`config.mk`:
```
export PLATFORM = sky130hd
export DESIGN_NAME = axi_aw_w_joiner
export DESIGN_NICKNAME = d
export VERILOG_FILES = /design/src/rtl/axi_aw_w_joiner.sv
export SDC_FILE = /design/constraint.sdc
export NUM_CORES = 1
export LEC_CHECK = 0
export CAP_MARGIN = 20
export CORE_MARGIN = 10
export CORE_UTILIZATION = 30
export CTS_CLUSTER_DIAMETER = 150
export DETAILED_ROUTE_END_ITERATION = 16
export PLACE_DENSITY = 0.54
export RECOVER_POWER = 50
export SETUP_SLACK_MARGIN = 0.4
export SYNTH_ARGS = -nofsm -noshare
export SYNTH_HDL_FRONTEND = slang
export SYNTH_SLANG_ARGS = --single-unit
```
`constraint.sdc`:
```
create_clock -name clk -period 3.4 [get_ports clk]
set_clock_uncertainty 0.15 [all_clocks]
set_input_delay 0.51 -clock clk [delete_from_list [all_inputs] [get_ports clk]]
set_output_delay 0.51 -clock clk [all_outputs]
set_load 0.1 [all_outputs]
```
`src/rtl/axi_aw_w_joiner.sv`:
```
// axi_aw_w_joiner: buffers write addresses in a small FIFO, issues them downstream
// in order, and lets each W burst through only once its AW has been accepted
// downstream. A length FIFO tracks issued bursts that are still waiting for data.
// Optional feature macro: AXI_JOINER_WLAST_CHECK_EN. When it is defined, wlast is
// generated from awlen and upstream wlast mismatches raise a sticky err_wlast.
module axi_aw_w_joiner #(
  parameter int ADDR_WIDTH      = 32,
  parameter int DATA_WIDTH      = 64,
  parameter int ID_WIDTH        = 4,
  parameter int AW_DEPTH        = 4,
  parameter int MAX_OUTSTANDING = 4
) (
  input  logic                             clk,
  input  logic                             rst_n,
  input  logic [ADDR_WIDTH-1:0]            in_awaddr,
  input  logic [ID_WIDTH-1:0]              in_awid,
  input  logic [1:0]                       in_awburst,
  input  logic [2:0]                       in_awsize,
  input  logic [7:0]                       in_awlen,
  input  logic                             in_awvalid,
  output logic                             in_awready,
  input  logic [DATA_WIDTH-1:0]            in_wdata,
  input  logic [DATA_WIDTH/8-1:0]          in_wstrb,
  input  logic                             in_wlast,
  input  logic                             in_wvalid,
  output logic                             in_wready,
  output logic [ADDR_WIDTH-1:0]            out_awaddr,
  output logic [ID_WIDTH-1:0]              out_awid,
  output logic [1:0]                       out_awburst,
  output logic [2:0]                       out_awsize,
  output logic [7:0]                       out_awlen,
  output logic                             out_awvalid,
  input  logic                             out_awready,
  output logic [DATA_WIDTH-1:0]            out_wdata,
  output logic [DATA_WIDTH/8-1:0]          out_wstrb,
  output logic                             out_wlast,
  output logic                             out_wvalid,
  input  logic                             out_wready,
  output logic [$clog2(MAX_OUTSTANDING):0] outstanding,
  output logic                             err_wlast
);

  localparam int AW_W   = ADDR_WIDTH + ID_WIDTH + 2 + 3 + 8;
  localparam int AW_PW  = $clog2(AW_DEPTH);
  localparam int AW_CW  = AW_PW + 1;
  localparam int LEN_CW = $clog2(MAX_OUTSTANDING) + 1;

  // AW FIFO storage and bookkeeping
  logic [AW_W-1:0]   aw_mem [AW_DEPTH];
  logic [AW_PW-1:0]  aw_wr_ptr_reg;
  logic [AW_PW-1:0]  aw_rd_ptr_reg;
  logic [AW_CW-1:0]  aw_count_reg;
  logic [AW_W-1:0]   aw_head;

  // Issued-burst tracking: only the occupancy is needed unless wlast is generated
  logic [LEN_CW-1:0] len_count_reg;

  logic aw_full;
  logic aw_empty;
  logic len_full;
  logic w_open;
  logic aw_push;
  logic aw_pop;
  logic len_push;
  logic len_pop;
  logic w_hs;
  logic w_term;

  // Flags come straight from registered counts, so the handshake outputs carry
  // no combinational path from the same-cycle valid inputs.
  assign aw_full  = (aw_count_reg == AW_CW'(AW_DEPTH));
  assign aw_empty = (aw_count_reg == '0);
  assign len_full = (len_count_reg == LEN_CW'(MAX_OUTSTANDING));
  assign w_open   = (len_count_reg != '0);

  assign in_awready  = !aw_full;
  assign out_awvalid = !aw_empty && !len_full;
  assign aw_push     = in_awvalid && in_awready;
  assign aw_pop      = out_awvalid && out_awready;
  assign len_push    = aw_pop;
  assign len_pop     = w_term;

  // W is never buffered: both directions are simply gated by w_open
  assign out_wvalid = in_wvalid && w_open;
  assign in_wready  = out_wready && w_open;
  assign out_wdata  = in_wdata;
  assign out_wstrb  = in_wstrb;
  assign w_hs       = in_wvalid && out_wready && w_open;

  // The FIFO head is read combinationally so an AW accepted at one edge is
  // presented downstream in the very next cycle.
  assign aw_head = aw_mem[aw_rd_ptr_reg];
  assign {out_awaddr, out_awid, out_awburst, out_awsize, out_awlen} = aw_head;

  assign outstanding = len_count_reg;

  // AW payload storage; contents need no reset because occupancy guards every read
  always_ff @(posedge clk) begin
    if (aw_push) begin
      aw_mem[aw_wr_ptr_reg] <= {in_awaddr, in_awid, in_awburst, in_awsize, in_awlen};
    end
  end

  // AW FIFO pointers and occupancy (depth is a power of two, pointers wrap naturally)
  always_ff @(posedge clk or negedge rst_n) begin
    if (!rst_n) begin
      aw_wr_ptr_reg <= '0;
      aw_rd_ptr_reg <= '0;
      aw_count_reg  <= '0;
    end else begin
      if (aw_push) aw_wr_ptr_reg <= aw_wr_ptr_reg + AW_PW'(1);
      if (aw_pop)  aw_rd_ptr_reg <= aw_rd_ptr_reg + AW_PW'(1);
      if (aw_push && !aw_pop)      aw_count_reg <= aw_count_reg + AW_CW'(1);
      else if (!aw_push && aw_pop) aw_count_reg <= aw_count_reg - AW_CW'(1);
    end
  end

  // Issued-burst occupancy: simultaneous issue and burst completion cancel out
  always_ff @(posedge clk or negedge rst_n) begin
    if (!rst_n) begin
      len_count_reg <= '0;
    end else if (len_push && !len_pop) begin
      len_count_reg <= len_count_reg + LEN_CW'(1);
    end else if (!len_push && len_pop) begin
      len_count_reg <= len_count_reg - LEN_CW'(1);
    end
  end

`ifdef AXI_JOINER_WLAST_CHECK_EN
  localparam int LEN_PW = (MAX_OUTSTANDING > 1) ? $clog2(MAX_OUTSTANDING) : 1;

  logic [7:0]        len_mem [MAX_OUTSTANDING];
  logic [LEN_PW-1:0] len_wr_ptr_reg;
  logic [LEN_PW-1:0] len_rd_ptr_reg;
  logic [7:0]        beat_cnt_reg;
  logic [7:0]        head_len;
  logic              gen_last;
  logic              err_wlast_reg;

  assign head_len  = len_mem[len_rd_ptr_reg];
  assign gen_last  = (beat_cnt_reg == head_len);
  assign out_wlast = gen_last;
  assign w_term    = w_hs && gen_last;
  assign err_wlast = err_wlast_reg;

  // awlen of every issued burst, consumed in issue order by the W side
  always_ff @(posedge clk) begin
    if (len_push) begin
      len_mem[len_wr_ptr_reg] <= out_awlen;
    end
  end

  // Length FIFO pointers; explicit wrap keeps MAX_OUTSTANDING=1 working
  always_ff @(posedge clk or negedge rst_n) begin
    if (!rst_n) begin
      len_wr_ptr_reg <= '0;
      len_rd_ptr_reg <= '0;
    end else begin
      if (len_push) begin
        len_wr_ptr_reg <= (len_wr_ptr_reg == LEN_PW'(MAX_OUTSTANDING - 1)) ?
                          '0 : len_wr_ptr_reg + LEN_PW'(1);
      end
      if (len_pop) begin
        len_rd_ptr_reg <= (len_rd_ptr_reg == LEN_PW'(MAX_OUTSTANDING - 1)) ?
                          '0 : len_rd_ptr_reg + LEN_PW'(1);
      end
    end
  end

  // Beat counter: counts handshakes within the current burst, cleared on its last beat
  always_ff @(posedge clk or negedge rst_n) begin
    if (!rst_n) begin
      beat_cnt_reg <= '0;
    end else if (w_hs) begin
      beat_cnt_reg <= gen_last ? 8'd0 : beat_cnt_reg + 8'd1;
    end
  end

  // Sticky flag for an upstream wlast that disagrees with the generated one
  always_ff @(posedge clk or negedge rst_n) begin
    if (!rst_n) begin
      err_wlast_reg <= 1'b0;
    end else if (w_hs && (in_wlast != gen_last)) begin
      err_wlast_reg <= 1'b1;
    end
  end
`else
  // Bursts are delimited purely by the upstream wlast
  assign out_wlast = in_wlast;
  assign w_term    = w_hs && in_wlast;
  assign err_wlast = 1'b0;
`endif

endmodule

```
* Yosys cells after proc, flatten, opt, wreduce, memory -nomap -nowiden
Memories as Yosys holds them, arrays and structs flattened.
Index checks and enable logic that the tools add are counted.
** Operators by class
- Add/subtract/negate cells :: 6
- Equality and inequality tests :: 2
- Mux-type cells :: 6
- Reductions and logical operators :: 22
** Operators with widths (count)
- 1-bit logical AND :: 12
- 3-bit two-way mux :: 4
- 3-bit by 1-bit adder with 3-bit output (second input constant) :: 2
- 3-bit == test (second input constant) :: 2
- 1-bit zero test :: 6
- 3-bit by 1-bit subtractor with 3-bit output (second input constant) :: 2
- 2-bit by 1-bit adder with 2-bit output (second input constant) :: 2
- 2-bit nonzero test :: 2
- 3-bit zero test :: 1
- 3-bit nonzero test :: 1
- 1-bit two-way mux :: 2
** Word-level totals
- Flip-flop bits (word level) :: 10
- Bits in writable memories :: 196
- Input bits :: 128
- Output and inout bits :: 130
- Logic and storage cells :: 41
- Memories kept :: 1
** Memories
- aw_mem :: words 4, width 49, read ports 1, clocked after Yosys merged registers in 0, write ports 1, RTL line 49 : logic [AW_W-1:0] aw_mem [AW_DEPTH];

* Logic depth before layout (Yosys ltp)
Gate-level depths: netlist (run 1).
- Word-level depth :: 8
- Gate-level depth with buffers :: 9
- Gate-level depth less buffers :: 9

* Worst setup path after synthesis (run 1)
OpenSTA, ideal clock, no wires.
- Path kind :: reg2reg
- Start :: register len_count_reg[1], in the netlist outstanding[1]
- End :: register len_count_reg[1], in the netlist outstanding[1]
- Setup time :: 126 ps
- Data arrival time :: 3700 ps
- Required time :: 3124 ps
- Setup slack :: -576 ps
- Cell stages (with the launch flop) :: 8
- Buffers on the path :: 0
- Clock period less this slack :: 3976 ps
- Path through :: dfrtp_1 nor3_1 nor2b_1 nand3_1 ha_1 inv_1 fa_1 mux2_2
** On the way
- Word-level cells in the longest chain between the ends :: 7
- Elaborated cells on any way between the ends :: 16
- Those cells by class :: add/sub (2); eq/ne (1); mux (2); reduce/logical (11)
** RTL lines
- start: declaration :: RTL line 56 : logic [LEN_CW-1:0] len_count_reg;
- start signal: assignment :: RTL line 123 : len_count_reg <= len_count_reg + LEN_CW'(1);
- start signal: assignment :: RTL line 125 : len_count_reg <= len_count_reg - LEN_CW'(1);
- branches (longest 7 deep; another with 3-bit by 1-bit subtractor with 3-bit output)
Several ways; the timed one is not identified. The select of a mux whose other input is x is not followed.
A chain may end at the register's enable or synchronous reset.

* Worst setup path after layout (run 1)
- Start :: register aw_rd_ptr_reg[1]
- End :: output port out_awaddr[15]
** On the way
- Word-level cells in the longest chain between the ends :: 1
** RTL lines
- start: declaration :: RTL line 51 : logic [AW_PW-1:0] aw_rd_ptr_reg;
- start signal: assignment :: RTL line 112 : if (aw_pop) aw_rd_ptr_reg <= aw_rd_ptr_reg + AW_PW'(1);
- memory read 4 x 49 bit
- end: declaration :: RTL line 27 : output logic [ADDR_WIDTH-1:0] out_awaddr,
Every way passes these cells.

==> flow_metrics.env, run 1 <==
export IMPL_hold_buffers=0
export IMPL_grtUsageTotal_pct=9.74
export IMPL_critPathLaunchType="flop"
export IMPL_path_buf_inv=2
export IMPL_period_needed_ns=2.77
export IMPL_vias=3660
export IMPL_rows=60
export IMPL_synthesis_instances=385
export IMPL_overflow=0
export IMPL_netlist_cell_type_count=27
export IMPL_crit_path_end="out_awaddr[15]"
export IMPL_hold_class="in2async"
export IMPL_clk_pin_slew_ns=0.06
export IMPL_cpPeakStageDelay_ns=0.65
export IMPL_area_growth_pct=20.3
export IMPL_synth_fp_nets=521
export IMPL_multiInputGateArea_sq_um=1470
export IMPL_num_io_pins=258
export IMPL_worst_setup_path_type="reg2out"
export IMPL_r2r_end="outstanding[2]"
export IMPL_post_cts_resized=0
export IMPL_drive_gt1_share_pct=37.1
export IMPL_cts_tree="yes"
export IMPL_via_per_inst=4.33
export IMPL_crit_required_ns=2.74
export IMPL_yosysWarnings=0
export IMPL_wl_mm=17.3
export IMPL_cpMaxStageDelayCell="dfrtp_2"
export IMPL_portBuffers=112
export IMPL_yosysSeqAreaShare_pct=73.9
export IMPL_finalCritPeriodShare_pct=81.5
export IMPL_post_route_drc_count=0
export IMPL_grt_pass1_vias=4278
export IMPL_async_reset_ff_share_pct=4.85
export IMPL_dp_hpwl_mm=11.1
export IMPL_yosys_area_top_type="edfxtp_1"
export IMPL_slew_headroom_pct=65.2
export IMPL_ff_latch_area_sq_um=6140
export IMPL_fp_dieW_um=186
export IMPL_synth_edf_count=196
export IMPL_final_setup_tns_ns=0
export IMPL_setup_viol=0
export IMPL_synth_common_cells="196 x edfxtp_1, 74 x buf_4, 48 x mux4_2"
export IMPL_clockBufferDepth=3
export IMPL_grt_first_pass_wirelength_mm=26.3
export IMPL_slew_viol_final=0
export IMPL_fin_nets=593
export IMPL_firstDrtPassIters=4
export IMPL_worstSkewPairLatency_ns=0.50
export IMPL_clkSinkCount=206
export IMPL_initial_core_util_pct=30.6
export IMPL_ff2ff_setup_slack_ns=1.06
export IMPL_path_max_fanout=14
export IMPL_root_buffer="clkbuf_16"
export IMPL_synth_top_area_share_pct=70.9
export IMPL_outcome="finished, final reports clean"
export IMPL_fillers=2494
export IMPL_hold_violations=0
export IMPL_crit_family="flip-flops"
export IMPL_cp_end_kind="output pin"
export IMPL_largest_reg_flops=196
export IMPL_cts_htree_levels=1
export IMPL_cp_common_cell="buf_4"
export IMPL_netlist_area_sq_um=8300
export IMPL_reg2reg_from="outstanding[0]"
export IMPL_clock_fmax_ghz=0.361
export IMPL_path_cells="buf_4 -> mux4_2 -> buf_4"
export IMPL_coreArea_sq_um=27100
export IMPL_fp_dieArea_sq_um=34700
export IMPL_synth_avg_cell_area_sq_um=21.6
export IMPL_synth_flop_cell="edfxtp_1"
export IMPL_die_h_um=186
export IMPL_startpoint="aw_rd_ptr_reg[1]"
export IMPL_arrival_ns=2.11
export IMPL_drv_cap=0
export IMPL_final_antenna_net_count=0
export IMPL_drtIter0Drc=131
export IMPL_worst_pin_slew_ns=0.523
export IMPL_numCtsBuffers=23
export IMPL_grt_max_degree=30
export IMPL_worstSetupPathDepth=3
export IMPL_rsz0062_at_grt="no"
export IMPL_synth_area_leaders="edfxtp_1 71%, mux4_2 13%, buf_4 6.7%"
export IMPL_reg2regPathDepth=9
export IMPL_antenna_found_initial=1
export IMPL_ys_ff_latch=206
export IMPL_yosysMostFrequentCell="edfxtp_1"
export IMPL_wl_per_cell_um=20.5
export IMPL_gp_congestion=0.696
[metal layers]
layer	up-vias	global-route usage (%)	share of wire, %
met2	130	16.2	50
li1	1586	-	-
met5	-	0	0
met4	0	3.85	3.0
met1	1881	11.4	39
met3	63	3.13	7.5
[timing repair]
item	CTS	global route
buffers inserted	6	0
endpoints found under the hold margin	0	0
endpoints found under the setup margin	25	0
[worst register-to-register path, delay by kind of cell, from the launching register on]
| kind | cells | cell delay [ns] |
|---|---|---|
| xor+xnor | 2 | 0.32 |
| fa+ha+maj | 2 | 0.55 |
| buf+inv | 1 | 0.06 |
| flops | 1 | 0.45 |
| simple gates | 4 | 0.73 |
[final cells by class]
class	count	share of cell area (%)
flip-flops and latches	206	61.5
clock inverters	13	1.24
well taps	372	4.66
diodes	1	0.0251
clock buffers	27	5.92
repair buffers	133	11.8
multi-input cells	88	14.7
inverters	5	0.188
[cell families (layout without fill, tap and decap cells)]
logic type      count (synthesis)  count (layout)  synth area share, %
compound gates                  1               1                0.136
xor+xnor                        9               9                0.950
fa+ha+maj                       8               8                 1.39
buf+inv                        91             178                 8.61
flops                         206             206                 73.9
mux                            52              52                 13.7
other cells                     1               2               0.0452
simple gates                   17              17                 1.21
[how the worst min path moves through the flow]
| stage | start | end |
|---|---|---|
| 2_1_floorplan | rst_n | aw_count_reg[0] |
| 3_3_place_gp | outstanding[2] | outstanding[2] |
| 3_5_place_dp | outstanding[2] | outstanding[2] |
| 4_1_cts | rst_n | aw_count_reg[0] |
| 5_1_grt | rst_n | aw_count_reg[0] |
| 6_report | rst_n | aw_count_reg[0] |
[cells in the final DEF, fill, tap and decap left out, types with 4 or more instances in the layout]
cell             count
and2_2               4
buf_4               75
clkbuf_1             4
clkbuf_16           23
clkdlybuf4s50_1      5
clkinv_2             6
dfrtp_1              6
dlygate4sd3_1       50
edfxtp_1           196
ha_1                 6
inv_1                5
mux4_2              48
xnor2_1              5
xor2_1               4
[metrics by stage]
step                      hold slack (ns)  utilization [%]  setup slack, ns  instance area, sq um  cells
final                               0.251             36.8            0.630                  9980    845
after detailed placement            0.353             33.9            0.690                  9180    798
after global routing                0.280             36.8            0.528                  9980    844
after CTS                           0.191             36.8            0.558                  9980    844
after global placement              0.354             33.9            0.693                  9180    798
after floorplan                    0.0644                -            0.327                  8310    385
Power of run 1 is not shown: default switching activity piles up to over one toggle a cycle in this logic, so the estimate is an artifact.
==> inputs of run 2 (changes only) <==
clock period = 2.65 ns   (was 3.4 ns; I/O delays follow)
==> run 2 against run 1 <==
  * Register-to-register slack worse by 0.66 ns
  * Utilization is 3.6 points higher
  * Critical path depth is 1 higher
  * Die area did not move
  * Sequential share of layout area down 5.4 points
  * Worst hold slack worse by 0.093 ns
  * Global-route usage rose by 0.21 points
  * Sequential cell count did not move
  * Routed wire length rose by 5.2%
  * Setup slack got worse by 0.52 ns
==> flow_metrics.env, run 2 (synthesis results as in run 1) <==
export IMPL_outcome="finished, final reports clean"
export IMPL_slew_viol_final=0
export IMPL_vias=3758
export IMPL_ff2ff_setup_slack_ns=0.40
export IMPL_clkSinkCount=206
export IMPL_firstDrtPassIters=4
export IMPL_post_route_drc_count=0
export IMPL_wl_per_cell_um=21.2
export IMPL_via_per_inst=4.37
export IMPL_num_io_pins=258
export IMPL_overflow=0
export IMPL_final_antenna_net_count=0
export IMPL_largest_reg_flops=196
export IMPL_crit_required_ns=2.10
export IMPL_grt_pass1_vias=4384
export IMPL_reg2regPathDepth=7
export IMPL_grt_max_degree=43
export IMPL_final_setup_tns_ns=0
export IMPL_clock_fmax_ghz=0.394
export IMPL_dp_hpwl_mm=11.3
export IMPL_final_cell_mix="196 x edfxtp_1, 61 x buf_12, 50 x dlygate4sd3_1"
export IMPL_cp_end_kind="output pin"
export IMPL_path_cells="buf_4 -> clkbuf_16 -> mux4_2 -> buf_12"
export IMPL_crit_family="buffers and inverters"
export IMPL_die_h_um=186
export IMPL_drv_cap=0
export IMPL_cpPeakStageDelay_ns=0.48
export IMPL_gp_congestion=0.688
export IMPL_rows=60
export IMPL_worst_pin_slew_ns=0.519
export IMPL_rsz0062_at_grt="yes"
export IMPL_period_needed_ns=2.54
export IMPL_grtUsageTotal_pct=9.95
export IMPL_initial_core_util_pct=30.6
export IMPL_finalCritPeriodShare_pct=95.8
export IMPL_critPathLaunchType="flop"
export IMPL_antenna_found_initial=4
export IMPL_drtIter0Drc=162
export IMPL_area_growth_pct=32.0
export IMPL_r2r_end="outstanding[1]"
export IMPL_setup_viol=0
export IMPL_path_buf_inv=3
export IMPL_slew_headroom_pct=65.3
export IMPL_grt_first_pass_wirelength_mm=27.2
export IMPL_final_common_cell="edfxtp_1"
export IMPL_drive_gt1_share_pct=41.9
export IMPL_hold_violations=0
export IMPL_hold_buffers=0
export IMPL_numCtsBuffers=23
export IMPL_fp_dieArea_sq_um=34700
export IMPL_path_max_fanout=5
export IMPL_coreArea_sq_um=27100
export IMPL_portBuffers=112
export IMPL_worst_setup_path_type="reg2out"
export IMPL_hold_class="in2async"
export IMPL_cts_htree_levels=1
export IMPL_reg2reg_from="outstanding[0]"
export IMPL_root_buffer="clkbuf_16"
export IMPL_cts_tree="yes"
export IMPL_fp_dieW_um=186
export IMPL_arrival_ns=1.99
export IMPL_clk_pin_slew_ns=0.06
export IMPL_fin_nets=605
export IMPL_worstSkewPairLatency_ns=0.50
export IMPL_cpMaxStageDelayCell="dfrtp_4"
export IMPL_fillers=2396
export IMPL_wl_mm=18.2
export IMPL_clockBufferDepth=3
-- run 2: cell count changes in the layout (fill, tap and decap cells not counted), moves of 2 or more --
| cell | previous run | this run |
|---|---|---|
| inv_1 | 5 | 3 |
| dfrtp_2 | 3 | 0 |
| clkbuf_16 | 23 | 26 |
| ha_1 | 6 | 4 |
| buf_4 | 75 | 23 |
| fa_1 | 2 | 0 |
| fa_2 | 0 | 2 |
| buf_12 | 3 | 61 |
| diode_2 | 1 | 3 |
| inv_6 | 0 | 2 |
| dfrtp_4 | 1 | 5 |
| ha_4 | 0 | 2 |
-- run 2: what timing repair did --
action / in CTS / in global routing
resized for setup: 13 / 12
buffers inserted: 4 / 10
endpoints found under the setup margin: 53 / 53
pin swaps: 3 / 7
hold endpoints to repair: 0 / 0
gates cloned: 0 / 5
-- run 2: metrics by stage --
| step | cells | worst slack, ns | instance area [sq um] | util, % | hold WS (ns) |
|---|---|---|---|---|---|
| final | 860 | 0.111 | 11000 | 40.4 | 0.158 |
| after global routing | 857 | 0.0407 | 11000 | 40.4 | 0.173 |
| after CTS | 842 | 0.0445 | 10700 | 39.6 | 0.0816 |
| after detailed placement | 797 | 0.226 | 9940 | 36.7 | 0.372 |
| after global placement | 797 | 0.295 | 9940 | 36.7 | 0.369 |
| after floorplan | 385 | 0.103 | 8350 | - | -0.0481 |
-- run 2: metal layers --
| metal | part of all wire, % | vias up | routed length, um | GRT usage (%) |
|---|---|---|---|---|
| li1 | - | 1619 | - | - |
| met1 | 39 | 1934 | 7090 | 11.7 |
| met2 | 50 | 166 | 9150 | 16.4 |
| met3 | 9.3 | 39 | 1700 | 4.23 |
| met4 | 1.6 | 0 | 296 | 2.50 |
| met5 | 0 | - | 0 | 0 |
-- run 2: worst max path at each step --
stage / start / endpoint / depth (start not counted)
finish: aw_rd_ptr_reg[0] / out_awaddr[23] / 4
global route: aw_rd_ptr_reg[0] / out_awaddr[6] / 4
CTS: aw_rd_ptr_reg[0] / out_awaddr[24] / 3
detailed placement: out_awready / outstanding[2] / 9
global placement: out_awready / outstanding[2] / 9
floorplan: outstanding[0] / outstanding[1] / 7
-- run 2: layout make-up --
cell class / instances / area [sq um] / area share, %
Tap cell: 372 / 465 / 4.25
Clock buffer: 26 / 587 / 5.35
Sequential cell: 206 / 6150 / 56.2
Timing Repair Buffer: 145 / 2070 / 18.9
Multi-Input combinational cell: 88 / 1540 / 14.0
Inverter: 5 / 21.3 / 0.194
Clock inverter: 15 / 113 / 1.03
Antenna cell: 3 / 7.51 / 0.0685
-- run 2: worst register-to-register path, stage by stage (launching register included) --
cell     delay, ns
dfrtp_4       0.49
or3b_4        0.43
nand3_4       0.11
inv_4         0.04
ha_4          0.16
inv_2         0.06
fa_2          0.43
mux2_4        0.27
Power of run 2 is left out for the same reason.
==> inputs of run 3 (changes only) <==
SKIP_LAST_GASP = 1   (was default)
clock period = 2.58 ns   (was 2.65 ns; I/O delays follow)
==> run 3 against run 2 <==
  * Worst hold slack worse by 0.0056 ns
  * First-iteration DRC count shrank 20%
  * Cell count unchanged
==> flow_metrics.env, run 3 (synthesis results as in run 1) <==
export IMPL_path_max_fanout=6
export IMPL_slew_headroom_pct=64.1
export IMPL_final_common_cell="edfxtp_1"
export IMPL_worstSkewPairLatency_ns=0.50
export IMPL_firstDrtPassIters=4
export IMPL_clk_pin_slew_ns=0.05
export IMPL_finalCritPeriodShare_pct=98.1
export IMPL_antenna_found_initial=3
export IMPL_fp_dieW_um=186
export IMPL_period_needed_ns=2.53
export IMPL_worst_setup_path_type="reg2out"
export IMPL_largest_reg_flops=196
export IMPL_area_growth_pct=32.5
export IMPL_clockBufferDepth=3
export IMPL_drive_gt1_share_pct=40.4
export IMPL_clock_fmax_ghz=0.395
export IMPL_overflow=0
export IMPL_reg2regPathDepth=8
export IMPL_instances_no_fill=860
export IMPL_via_per_inst=4.38
export IMPL_ff2ff_setup_slack_ns=0.34
export IMPL_reg2reg_from="outstanding[0]"
export IMPL_coreArea_sq_um=27100
export IMPL_clkSinkCount=206
export IMPL_vias=3770
export IMPL_gp_congestion=0.695
export IMPL_fp_dieArea_sq_um=34700
export IMPL_r2r_end="aw_count_reg[2]"
export IMPL_cts_tree="yes"
export IMPL_dp_hpwl_mm=11.1
export IMPL_placedCellCount=798
export IMPL_grtUsageTotal_pct=9.78
export IMPL_outcome="finished, final reports clean"
export IMPL_final_antenna_net_count=0
export IMPL_grt_pass1_vias=4317
export IMPL_final_cell_mix="196 x edfxtp_1, 64 x buf_12, 50 x dlygate4sd3_1"
export IMPL_worst_pin_slew_ns=0.536
export IMPL_drv_cap=0
export IMPL_critPathLaunchType="flop"
export IMPL_final_setup_tns_ns=0
export IMPL_worst_slack_ns=0.0503
export IMPL_arrival_ns=1.99
export IMPL_rows=60
export IMPL_slew_viol_final=0
export IMPL_cts_htree_levels=1
export IMPL_rsz0062_at_grt="yes"
export IMPL_design_area_sq_um=11000
export IMPL_cp_end_kind="output pin"
export IMPL_die_h_um=186
export IMPL_post_route_drc_count=0
export IMPL_wl_per_cell_um=21.1
export IMPL_grt_max_degree=43
export IMPL_root_buffer="clkbuf_16"
export IMPL_hold_violations=0
export IMPL_num_io_pins=258
export IMPL_placed_area_sq_um=9960
export IMPL_pre_cts_slack_ns=0.177
export IMPL_drtIter0Drc=129
export IMPL_crit_required_ns=2.04
export IMPL_portBuffers=112
export IMPL_fin_nets=606
export IMPL_hold_class="in2async"
export IMPL_initial_core_util_pct=30.6
export IMPL_setup_viol=0
export IMPL_hold_buffers=0
export IMPL_wl_mm=18.1
export IMPL_grt_first_pass_wirelength_mm=26.7
export IMPL_fillers=2390
export IMPL_numCtsBuffers=23
[run 3: changes by cell type in the layout (fill, tap and decap cells not counted), moves of 2 or more]
cell,change
clkinvlp_4,-2
buf_12,+3
clkinv_2,-4
clkbuf_1,+3
buf_4,-3
clkinv_1,+3
[run 3: worst max path at each step]
stage / end / depth (start not counted) / from / slack (ns)
4_1_cts: out_awid[1] / 3 / aw_rd_ptr_reg[0] / 0.01
2_1_floorplan: outstanding[1] / 7 / outstanding[0] / 0.03
6_report: out_awlen[5] / 4 / aw_rd_ptr_reg[0] / 0.05
5_1_grt: out_awlen[5] / 4 / aw_rd_ptr_reg[0] / -0.006
3_5_place_dp: outstanding[2] / 9 / out_awready / 0.18
3_3_place_gp: outstanding[2] / 9 / out_awready / 0.23
[run 3: what timing repair did]
| item | CTS | global route |
|---|---|---|
| pin swaps | 10 | 7 |
| endpoints found under the setup margin | 54 | 55 |
| resized for setup | 19 | 9 |
| cloned | 0 | 6 |
| buffers inserted | 8 | 5 |
[run 3: cell type report]
type | instances | area [sq um] | share of cell area [%]
sequential | 206 | 6150 | 56.0
multi-input combinational | 88 | 1530 | 13.9
antenna | 3 | 7.51 | 0.0683
clock inverter | 11 | 80.1 | 0.728
timing repair buffer | 146 | 2140 | 19.4
inverter | 5 | 21.3 | 0.193
tap | 372 | 465 | 4.23
clock buffer | 29 | 598 | 5.44
[run 3: routing by layer]
layer  share of wire [%]  GRT usage (%)  vias up  wire length [um]
li1                    -              -     1629                 -
met1                  39           11.4     1923              6990
met2                  50           16.1      172              9010
met3                 9.7           4.25       44              1750
met4                 1.9           2.66        2               346
met5               0.039              0        -                 7
[run 3: critical path, cell delays in order, from the launching register on]
cell	delay, ns
dfrtp_4	0.44
buf_12	0.15
buf_16	0.14
mux4_2	0.55
buf_12	0.19
[run 3: per-stage QoR]
step / hold WS, ns / utilization, %
detailed placement: 0.378 / 36.8
global route: 0.169 / 40.6
finish: 0.153 / 40.6
floorplan: -0.0586 / -
CTS: 0.0928 / 39.7
global placement: 0.366 / 36.8
Power of run 3 is left out for the same reason.
